[src/rtl/tnn_case_sequencer.sv]
// Self-test sequencer: fetch a test vector, clear and run the classifier, score and stream one result per case.
// Latency WAIT_CYCLES+4 cycles per case with res_ready high; EMIT holds every output while res_ready is low.
module tnn_case_sequencer #(
    parameter int FEAT_CNT    = 19,
    parameter int FEAT_BITS   = 4,
    parameter int HIDDEN_CNT  = 40,
    parameter int CLASS_CNT   = 3,
    parameter int TEST_CNT    = 1000,
    parameter int WAIT_CYCLES = FEAT_CNT + HIDDEN_CNT - 1,
    localparam int LBL_W      = (CLASS_CNT > 1) ? $clog2(CLASS_CNT) : 1,
    localparam int IDX_W      = (TEST_CNT > 1) ? $clog2(TEST_CNT) : 1,
    localparam int DAT_W      = FEAT_BITS * FEAT_CNT
) (
    input  logic             clk,
    input  logic             rst,
    input  logic             start,
    output logic [IDX_W-1:0] mem_addr,
    input  logic [DAT_W-1:0] mem_data,
    input  logic [LBL_W-1:0] mem_label,
    output logic [DAT_W-1:0] dut_data,
    output logic             dut_rst,
    input  logic [LBL_W-1:0] dut_prediction,
    output logic             res_valid,
    input  logic             res_ready,
    output logic [IDX_W-1:0] res_index,
    output logic [LBL_W-1:0] res_pred,
    output logic             res_match,
    output logic             busy,
    output logic             done,
    output logic [IDX_W:0]   correct_cnt
);

    localparam int CNT_W = (WAIT_CYCLES > 1) ? $clog2(WAIT_CYCLES + 1) : 1;

    typedef enum logic [2:0] {IDLE, ADDR, LOAD, CLEAR, RUN, EMIT, DONE} state_t;

    state_t           state;
    logic [IDX_W-1:0] idx;
    logic [LBL_W-1:0] lbl;
    logic [CNT_W-1:0] wait_cnt;
    logic             hit;

    // idx is a register, so the memory address is registered without a second copy
    assign mem_addr = idx;
    assign hit      = (dut_prediction == lbl);

    always_ff @(posedge clk or posedge rst) begin
        if (rst) begin
            state       <= IDLE;
            idx         <= '0;
            lbl         <= '0;
            wait_cnt    <= '0;
            dut_data    <= '0;
            dut_rst     <= 1'b1;
            res_valid   <= 1'b0;
            res_index   <= '0;
            res_pred    <= '0;
            res_match   <= 1'b0;
            busy        <= 1'b0;
            done        <= 1'b0;
            correct_cnt <= '0;
        end else begin
            case (state)
                IDLE, DONE: begin
                    if (start) begin
                        idx         <= '0;
                        correct_cnt <= '0;
                        done        <= 1'b0;
                        busy        <= 1'b1;
                        state       <= ADDR;
                    end
                end
                ADDR: begin
                    state <= LOAD;
                end
                LOAD: begin
                    dut_data <= mem_data;
                    lbl      <= mem_label;
                    state    <= CLEAR;
                end
                CLEAR: begin
                    // classifier leaves clear on this edge; the sample lands WAIT_CYCLES edges later
                    wait_cnt <= CNT_W'(WAIT_CYCLES - 1);
                    dut_rst  <= 1'b0;
                    state    <= RUN;
                end
                RUN: begin
                    if (wait_cnt == '0) begin
                        res_pred    <= dut_prediction;
                        res_match   <= hit;
                        correct_cnt <= correct_cnt + {{IDX_W{1'b0}}, hit};
                        res_index   <= idx;
                        res_valid   <= 1'b1;
                        state       <= EMIT;
                    end else begin
                        wait_cnt <= wait_cnt - CNT_W'(1);
                    end
                end
                EMIT: begin
                    if (res_ready) begin
                        res_valid <= 1'b0;
                        dut_rst   <= 1'b1;
                        if (idx == IDX_W'(TEST_CNT - 1)) begin
                            done  <= 1'b1;
                            busy  <= 1'b0;
                            state <= DONE;
                        end else begin
                            idx   <= idx + IDX_W'(1);
                            state <= ADDR;
                        end
                    end
                end
                default: begin
                    state <= IDLE;
                end
            endcase
        end
    end

endmodule

[config.mk]
export PLATFORM = sky130hd
export DESIGN_NAME = tnn_case_sequencer
export DESIGN_NICKNAME = d
export VERILOG_FILES = /design/src/rtl/tnn_case_sequencer.sv
export SDC_FILE = /design/constraint.sdc
export NUM_CORES = 1
export LEC_CHECK = 0
export ABC_AREA = 0
export CAP_MARGIN = 10
export CORE_ASPECT_RATIO = 0.7
export CORE_MARGIN = 5
export CORE_UTILIZATION = 40
export DETAILED_ROUTE_END_ITERATION = 10
export GPL_TIMING_DRIVEN = 1
export PLACE_DENSITY_LB_ADDON = 0.08
export SLEW_MARGIN = 20
export SYNTH_ARGS = -nofsm -noshare
export SYNTH_HDL_FRONTEND = slang
export SYNTH_SLANG_ARGS = --single-unit
[constraint.sdc]
create_clock -name clk -period 12.5 [get_ports clk]
set_input_delay 3.125 -clock clk [delete_from_list [all_inputs] [get_ports clk]]
set_output_delay 3.125 -clock clk [all_outputs]
set_load 0.1 [all_outputs]
# [Yosys cells after proc, flatten, opt, wreduce, memory -nomap -nowiden]
# Index checks and enable logic that the tools add are counted.
[word_totals] regBits=125 latch_bits=0 mem_bits_rw=0 rom_bits=0 in_bits=84 output_inout_bits=114 elab_cells=73 mem_count=0
[op_classes] n_addsub=3 n_mul=0 n_div=0 magnitude_cmp=0 eq_ne=14 shift=0 muxes=27 bitwise_logic=0 reduce_logical=16
[op_table] op="$mux W10" count=3
[op_table] op="$mux W11" count=2
[op_table] op="$pmux W11 S2" count=1
[op_table] op="$pmux W10 S2" count=1
[op_table] op="$pmux W3 S6" count=1
[op_table] op="$mux W3" count=4
[op_table] op="$ne A2 B2 Y1 const B" count=6
[op_table] op="$pmux W6 S2" count=1
[op_table] op="$add A11 B1 Y11" count=1
[op_table] op="$add A10 B1 Y10 const B" count=1
[op_table] op="$eq A10 B10 Y1 const B" count=1
[op_table] op="$reduce_bool A2 Y1" count=5
[op_table] op="$eq A3 B3 Y1 const B" count=3
[op_table] op="$mux W1" count=9
[op_table] op="$reduce_and A3 Y1" count=3
[op_table] op="$pmux W1 S2" count=4
[op_table] op="$reduce_and A4 Y1" count=2
[op_table] op="$eq A3 B2 Y1 const B" count=2
[op_table] op="$logic_not A6 Y1" count=1
[op_table] op="$mux W6" count=1
[op_table] op="$reduce_and A2 Y1" count=3
[op_table] op="$sub A6 B1 Y6 const B" count=1
[op_table] op="$eq A3 B1 Y1 const B" count=1
[op_table] op="$logic_not A3 Y1" count=1
[op_table] op="other kinds (2)" count=2

# [Depth between registers and ports, before layout]
# Gate-level depths: netlist (run 1).
[depth] depth_word=4 ltp_mapped=8 ltp_nobuf=7

# [Worst setup path before layout (run 1)]
# OpenSTA, ideal clock, no wires.
[synth_timing] path_kind="input -> register" startpoint="input dut_prediction[1]" endpoint="register correct_cnt[5]" setup_time_ns=0.069 t_arrival_ns=4.681 t_required_ns=12.431 setup_slack_ns=7.750 path_stages=8 path_buffers=1 path_cell_list="xor2_1 nor2_1 ha_1 nand2_1 or4_1 buf_2 or4_1 nand2_1"
[synth_between] elab_chain_cells=4
[synth_rtl] item="start: declaration" line_no="22" source="input logic [LBL_W-1:0] dut_prediction,"
[synth_rtl] item="$eq A2 B2 Y1" line_no="45" source="assign hit = (dut_prediction == lbl);"
[synth_rtl] item="via hit" line_no="41" source="logic hit;"
[synth_rtl] item="$add A11 B1 Y11" line_no="91" source="correct_cnt <= correct_cnt + {{IDX_W{1'b0}}, hit};"
[synth_rtl] item="$mux W11" line_no="88" source="if (wait_cnt == '0) begin"
[synth_rtl] item="$pmux W11 S2" line_no="63" source="case (state)"
[synth_rtl] item="end signal: assignment" line_no="91"
[synth_rtl] item="end: declaration" line_no="30" source="output logic [IDX_W:0] correct_cnt"
# The timed path passes the listed nets, and every way through them passes these cells. The select of a mux whose other input is x is not followed.
# A chain may end at the register's enable or synchronous reset.

# [Worst setup path in the final report (run 1)]
[layout_timing] startpoint="register dut_rst" endpoint="output dut_rst"
[layout_rtl] item="start: declaration" line_no="21" source="output logic dut_rst,"
[layout_rtl] item="start signal: assignment" line_no="54" source="dut_rst <= 1'b1;"
[layout_rtl] item="start signal: assignment" line_no="84" source="dut_rst <= 1'b0;"
[layout_rtl] item="start signal: assignment" line_no="102" source="dut_rst <= 1'b1;"
# No word-level cell between the ends.

==> impl_results.md, run 1 <==
* Synth-to-Final Area Change at 51.4%
* Clk buf depth at 2
* Min-Delay Path Class: reg2reg
* Commonest non-fill, non-tap cell in the layout: clkdlybuf4s50_1
* Post-cts sizing count at 0
* Critical Path AT at a little over 2000 ps
* CP bufs+invs at 1
* Syn Area/Cell at approximately 13 um2
* Worst setup EP type: output pin
* Outcome: finished clean
* Post-CTS Repair Setup Buffers at 0
* CTS Buf Count at 17
* Largest delay share family, worst path: buffers and inverters
* CTS Root Cell: clkbuf_16
* Slowest stage delay, CP at ~1100 ps
* Clk_skew at approximately 8.5 ps
* Chip width at about 150 um
* Row count at 34
* Minimum clock period at ~5200 ps
* H-tree depth at 4
* IO Port Bufs at 197
* CP cell instances: clkdlybuf4s50_1
* Max-slew headroom at roughly 31%
* Layout cells sized above 1 at 20.8%
* Post-synthesis cell area at between 0.005 and 0.006 mm2
* Nets at 684
* Cells after Synth at roughly 390
* Worst setup SP type: register
* CP max FO at 2
* WP data required at between 9000 and 10000 ps
* Antenna-violating nets left at 0
* Routability congestion estimate at approximately 0.79
* Largest net degree at the start of global routing at 75
* DR DRC count at 0
* Sequential share of the synthesized area at between 60% and 70%
* Initial DRC Count at 160
* Clock Pin Slew Worst Setup and Hold Paths at 50 ps
* Cell variety after synth at 44
* CTS tree: built
* Core area at ~0.013 mm2
* GRT overflow at 0
* Fmax at around 190 MHz
* Initial core utilization at 41.3%
* Dpl hpwl at approximately 9700 um
* Setup-failing EPs final at 0
* First-pass GRT wire length at about 22000 um
* Chip Height at 105 um
* Setup_tns at 0 ps
* Hold Buf Count CTS at 0
* Commonest non-fill, non-tap cells in the layout: clkdlybuf4s50_1, dfrtp_1, mux2_2
* Detailed Route WL at between 10000 and 15000 um
* Max-slew violation count at 0
* Slowest-stage cell, CP: clkdlybuf4s50_1
* Worst skew pair latency at about 400 ps
* Worst-Margin Slew at ~1000 ps
* Final worst-path cycle share at between 40% and 50%
* Die footprint at about 0.015 mm2
* RSZ-0062 raised after global routing: no
* Sink Count at ~130
* Vias in the first global route at 4186
* Synth Flop Type: dfrtp_1
* Gr usage total at between 10% and 20%
* Via density at a little over 5
* Synth Register Bits at about 130
* Hold Fails Final Rpt at 0
* DR vias at ~3.9k
* Syn Nets at slightly below 500
* WS Path Type: reg2out
* Post-synth EDFFs at 0
* Ys async rst share at between 90% and 100%
* Drt pass-1 iters at 4
* Initial antenna violation count at 0
* Max-cap violation count at 0
* Ys Warns at 0
* # diodes at 0
* I/O pins at roughly 200
* DR WL/cell at ~17 um
[metal layers]
metal | track usage, % | wire (um)
met2 | 27.0 | 5940
met4 | 5.30 | 175
met1 | 21.2 | 5280
met5 | 0 | 0
met3 | 10.8 | 1730
[tightest hold or removal path, delay by kind of cell, from the launching register on]
family,cells,cell delay (ps)
DFF,1,370
and+or+nand+nor,2,90
[cell families after synthesis]
logic type	synth area share, %
adder cells (fa/ha/maj)	1.39
AND/OR/NAND/NOR	8.87
flip-flops	60.1
multiplexers	20.4
AO/OA/AOI/OAI	4.93
XOR/XNOR	1.85
buffers and inverters	2.45
[cell type report]
cell class                 count  area (um2)
inverter                      11        43.8
fill                         960        4710
clock buffer                  19         433
timing repair buffer         200        1990
tap                          162         203
sequential                   125        3130
clock inverter                12         124
multi-input combinational    240        1950
[cells in the mapped netlist, drive strengths merged, types with 2 or more instances]
library cell / number / area [um2]
dfrtp: 124 / 3100
mux2: 89 / 1000
nand2: 25 / 93.8
nor2: 15 / 56.3
clkbuf: 13 / 68.8
inv: 11 / 41.3
nand3: 10 / 50.1
a21oi: 9 / 45.0
o21ai: 9 / 45.0
xor2: 7 / 61.3
mux2i: 6 / 60.1
o211ai: 6 / 45.0
ha: 5 / 62.6
nand4: 5 / 31.3
nor3: 5 / 25.0
o31ai: 5 / 37.5
or4: 5 / 37.5
buf: 4 / 17.5
or3: 4 / 25.0
xnor2: 4 / 35.0
a21o: 3 / 22.5
nor4: 3 / 18.8
a22oi: 2 / 15.0
and2: 2 / 12.5
and3: 2 / 12.5
and4: 2 / 17.5
nand2b: 2 / 12.5
or3b: 2 / 17.5
[flip-flops by register name (all words and copies together), names as in the netlist]
name         count
busy             1
correct_cnt     11
done             1
dut_data        76
dut_rst          1
lbl              2
mem_addr        10
res_index       10
res_match        1
res_pred         2
res_valid        1
state            3
wait_cnt         6
[path summary, 6_finish.rpt]
check | startpoint | cells after the start | endpoint | slack, ps
setup / recovery | dut_rst | 1 | dut_rst | 7310
setup reg to reg | wait_cnt[0] | 6 | correct_cnt[5] | 9940
hold / removal | dut_rst | 2 | dut_rst | 470
max in group asynchronous | rst | 3 | dut_data[51] | 7930
min in group asynchronous | rst | 2 | dut_data[41] | 3170
hold reg to reg | dut_rst | 2 | dut_rst | 470
[stage by stage]
step / setup slack, ps / hold WS, ps / area [um2] / utilization [%] / std cells
4_1_cts: 7280 / 474 / 7880 / 62.6 / 769
3_5_place_dp: 7110 / 464 / 7320 / 58.2 / 738
5_1_grt: 7250 / 511 / 7880 / 62.6 / 769
2_1_floorplan: 6050 / 466 / 5210 / - / 393
6_report: 7310 / 466 / 7880 / 62.6 / 769
3_3_place_gp: 7210 / 464 / 7320 / 58.2 / 738
Power of run 1 is not shown: default switching activity piles up to over one toggle a cycle in this logic, so the estimate is an artifact.
==> run 2: changes to the inputs <==
Clock period 12.5 ns to 5.3 ns, I/O delays scaled along.
==> impl_results.md, run 2 (same netlist as run 1, synthesis figures left out) <==
* Outcome: finished clean
* Initial antenna violation count at 0 (unchanged)
* Worst-Margin Slew at 1060 ps (+35.4 ps)
* Post-CTS Repair Setup Buffers at 0 (unchanged)
* IO Port Bufs at 197 (unchanged)
* I/O pins at 198 (unchanged)
* Max-cap violation count at 0 (unchanged)
* CP cell instances: clkdlybuf4s50_1
* Setup crit end: dut_rst
* RSZ-0062 raised after global routing: no
* Largest delay share family, worst path: buffers and inverters
* CTS tree: built
* Placed cell area at 0.00733 mm2 (about the same)
* DP Worst Slack at 1700 ps (-5410 ps)
* Final Cell Area at 0.00797 mm2 (+1.2%)
* Fmax at slightly below 300 MHz
* DR vias at 3868 (-0.23%)
* Worst setup SP type: register
* R2R cell count at 6 (unchanged)
* Vias in the first global route at 4157 (-0.69%)
* Number of flip-flops under the largest register name at 76 (unchanged)
* Commonest non-fill, non-tap cell in the layout: clkdlybuf4s50_1
* Final worst-path cycle share at 64.2%
* Worst Setup SP: dut_rst
* DR WL/cell at 17.3 um (+1.5%)
* Initial DRC Count at 102 (-36%)
* Reg2Reg Setup Slack at 2770 ps (-7170 ps)
* Die footprint at 0.0154 mm2 (unchanged)
* Setup-failing EPs final at 0 (unchanged)
* CP bufs+invs at 1 (unchanged)
* # diodes at 0 (unchanged)
* Capturing point of the worst reg2reg path: correct_cnt[9]
* CTS Root Cell: clkbuf_16
* Area of the multi-input gates at 0.00195 mm2 (unchanged)
* Slowest stage delay, CP at 1150 ps (+20 ps)
* Worst skew pair latency at 400 ps (about the same)
* Worst setup EP type: output pin
* Dpl hpwl at 9660 um (-0.28%)
* Layout cells sized above 1 at 20.9% (+0.16 points)
* WP data required at 3970 ps (-5410 ps)
* Hold Buf Count CTS at 0 (unchanged)
* Chip width at 146 um (unchanged)
* Seq. cell area at 0.00313 mm2 (unchanged)
* Clk buf depth at 2 (unchanged)
* DR DRC count at 0 (unchanged)
* Gr usage total at 17.8% (+0.053 points)
* H-tree depth at 4 (unchanged)
* Routability congestion estimate at 0.804 (+1.8%)
* Critical Path AT at 2080 ps (+20 ps)
* Drt pass-1 iters at 4 (unchanged)
* Minimum clock period at between 3000 and 4000 ps
* RR Startpoint: wait_cnt[0]
* FILL cells at 963 (+0.31%)
* Row count at 34 (unchanged)
* First-pass GRT wire length at 21900 um (+0.44%)
* Min-Delay Path Class: reg2reg
* Slowest-stage cell, CP: clkdlybuf4s50_1
* Nets at 683 (-0.15%)
* WS Path Type: reg2out
* Chip Height at 105 um (unchanged)
* Antenna-violating nets left at 0 (unchanged)
* Largest net degree at the start of global routing at 79 (+5.3%)
* Detailed Route WL at 13300 um (+1.5%)
* CTS Buf Count at 17 (unchanged)
* CP max FO at 2 (unchanged)
* Clk_skew at 6.68 ps (-1.84 ps)
* Top Registers: dut_data (76), correct_cnt (11)
* Setup_tns at 0 ps (unchanged)
* Via density at 5.03 (-0.23%)
* Hold Fails Final Rpt at 0 (unchanged)
* Synth-to-Final Area Change at 53.2%
* Max-slew violation count at 0 (unchanged)
* Layout Utilization at 63.3% (+0.74 points)
* Sink Count at 125 (unchanged)
* Final worst slack at 1900 ps (-5410 ps)
* Max-slew headroom at 28.8% (-2.4 points)
* Core area at 0.0126 mm2 (unchanged)
* Commonest non-fill, non-tap cells in the layout: clkdlybuf4s50_1, dfrtp_1, mux2_2
* Initial core utilization at 41.3% (unchanged)
* Most flops, register: dut_data
* GRT overflow at 0 (unchanged)
* Clock Pin Slew Worst Setup and Hold Paths at 50 ps (about the same)
* Critical Path Stages at 1 (unchanged)
* Post-cts sizing count at 0 (unchanged)
## run 2: changes by cell type in the layout (fill, tap and decap cells not counted), sizes merged
cell      previous run  this run
clkinv               6         5
bufinv               2         4
buf                  3         2
clkbuf              19        22
clkinvlp             4         1
## run 2: how the worst min path moves through the flow
| stage | startpoint | to | depth (start not counted) |
|---|---|---|---|
| floorplan | wait_cnt[5] | wait_cnt[5] | 1 |
| global placement | dut_rst | dut_rst | 2 |
| detailed placement | dut_rst | dut_rst | 2 |
| CTS | dut_rst | dut_rst | 2 |
| global route | dut_rst | dut_rst | 2 |
| finish | dut_rst | dut_rst | 2 |
## run 2: layout make-up
type                            instances  share of cell area, %
Inverter                               11                  0.549
Timing Repair Buffer                  199                   25.1
Multi-Input combinational cell        240                   24.5
Sequential cell                       125                   39.2
Clock inverter                         10                   2.01
Tap cell                              162                   2.54
Clock buffer                           22                   6.07
## run 2: per-stage QoR
step / instances / hold WS, ps
4_1_cts: 769 / 468
2_1_floorplan: 393 / 466
3_5_place_dp: 737 / 457
5_1_grt: 769 / 486
6_report: 769 / 467
3_3_place_gp: 737 / 452
## run 2: metal layers
layer / share of wire, % / track usage [%]
met5: 0 / 0
met4: 1.2 / 5.64
met3: 11 / 9.91
met2: 46 / 27.9
met1: 41 / 21.0
Power of run 2 is left out for the same reason.
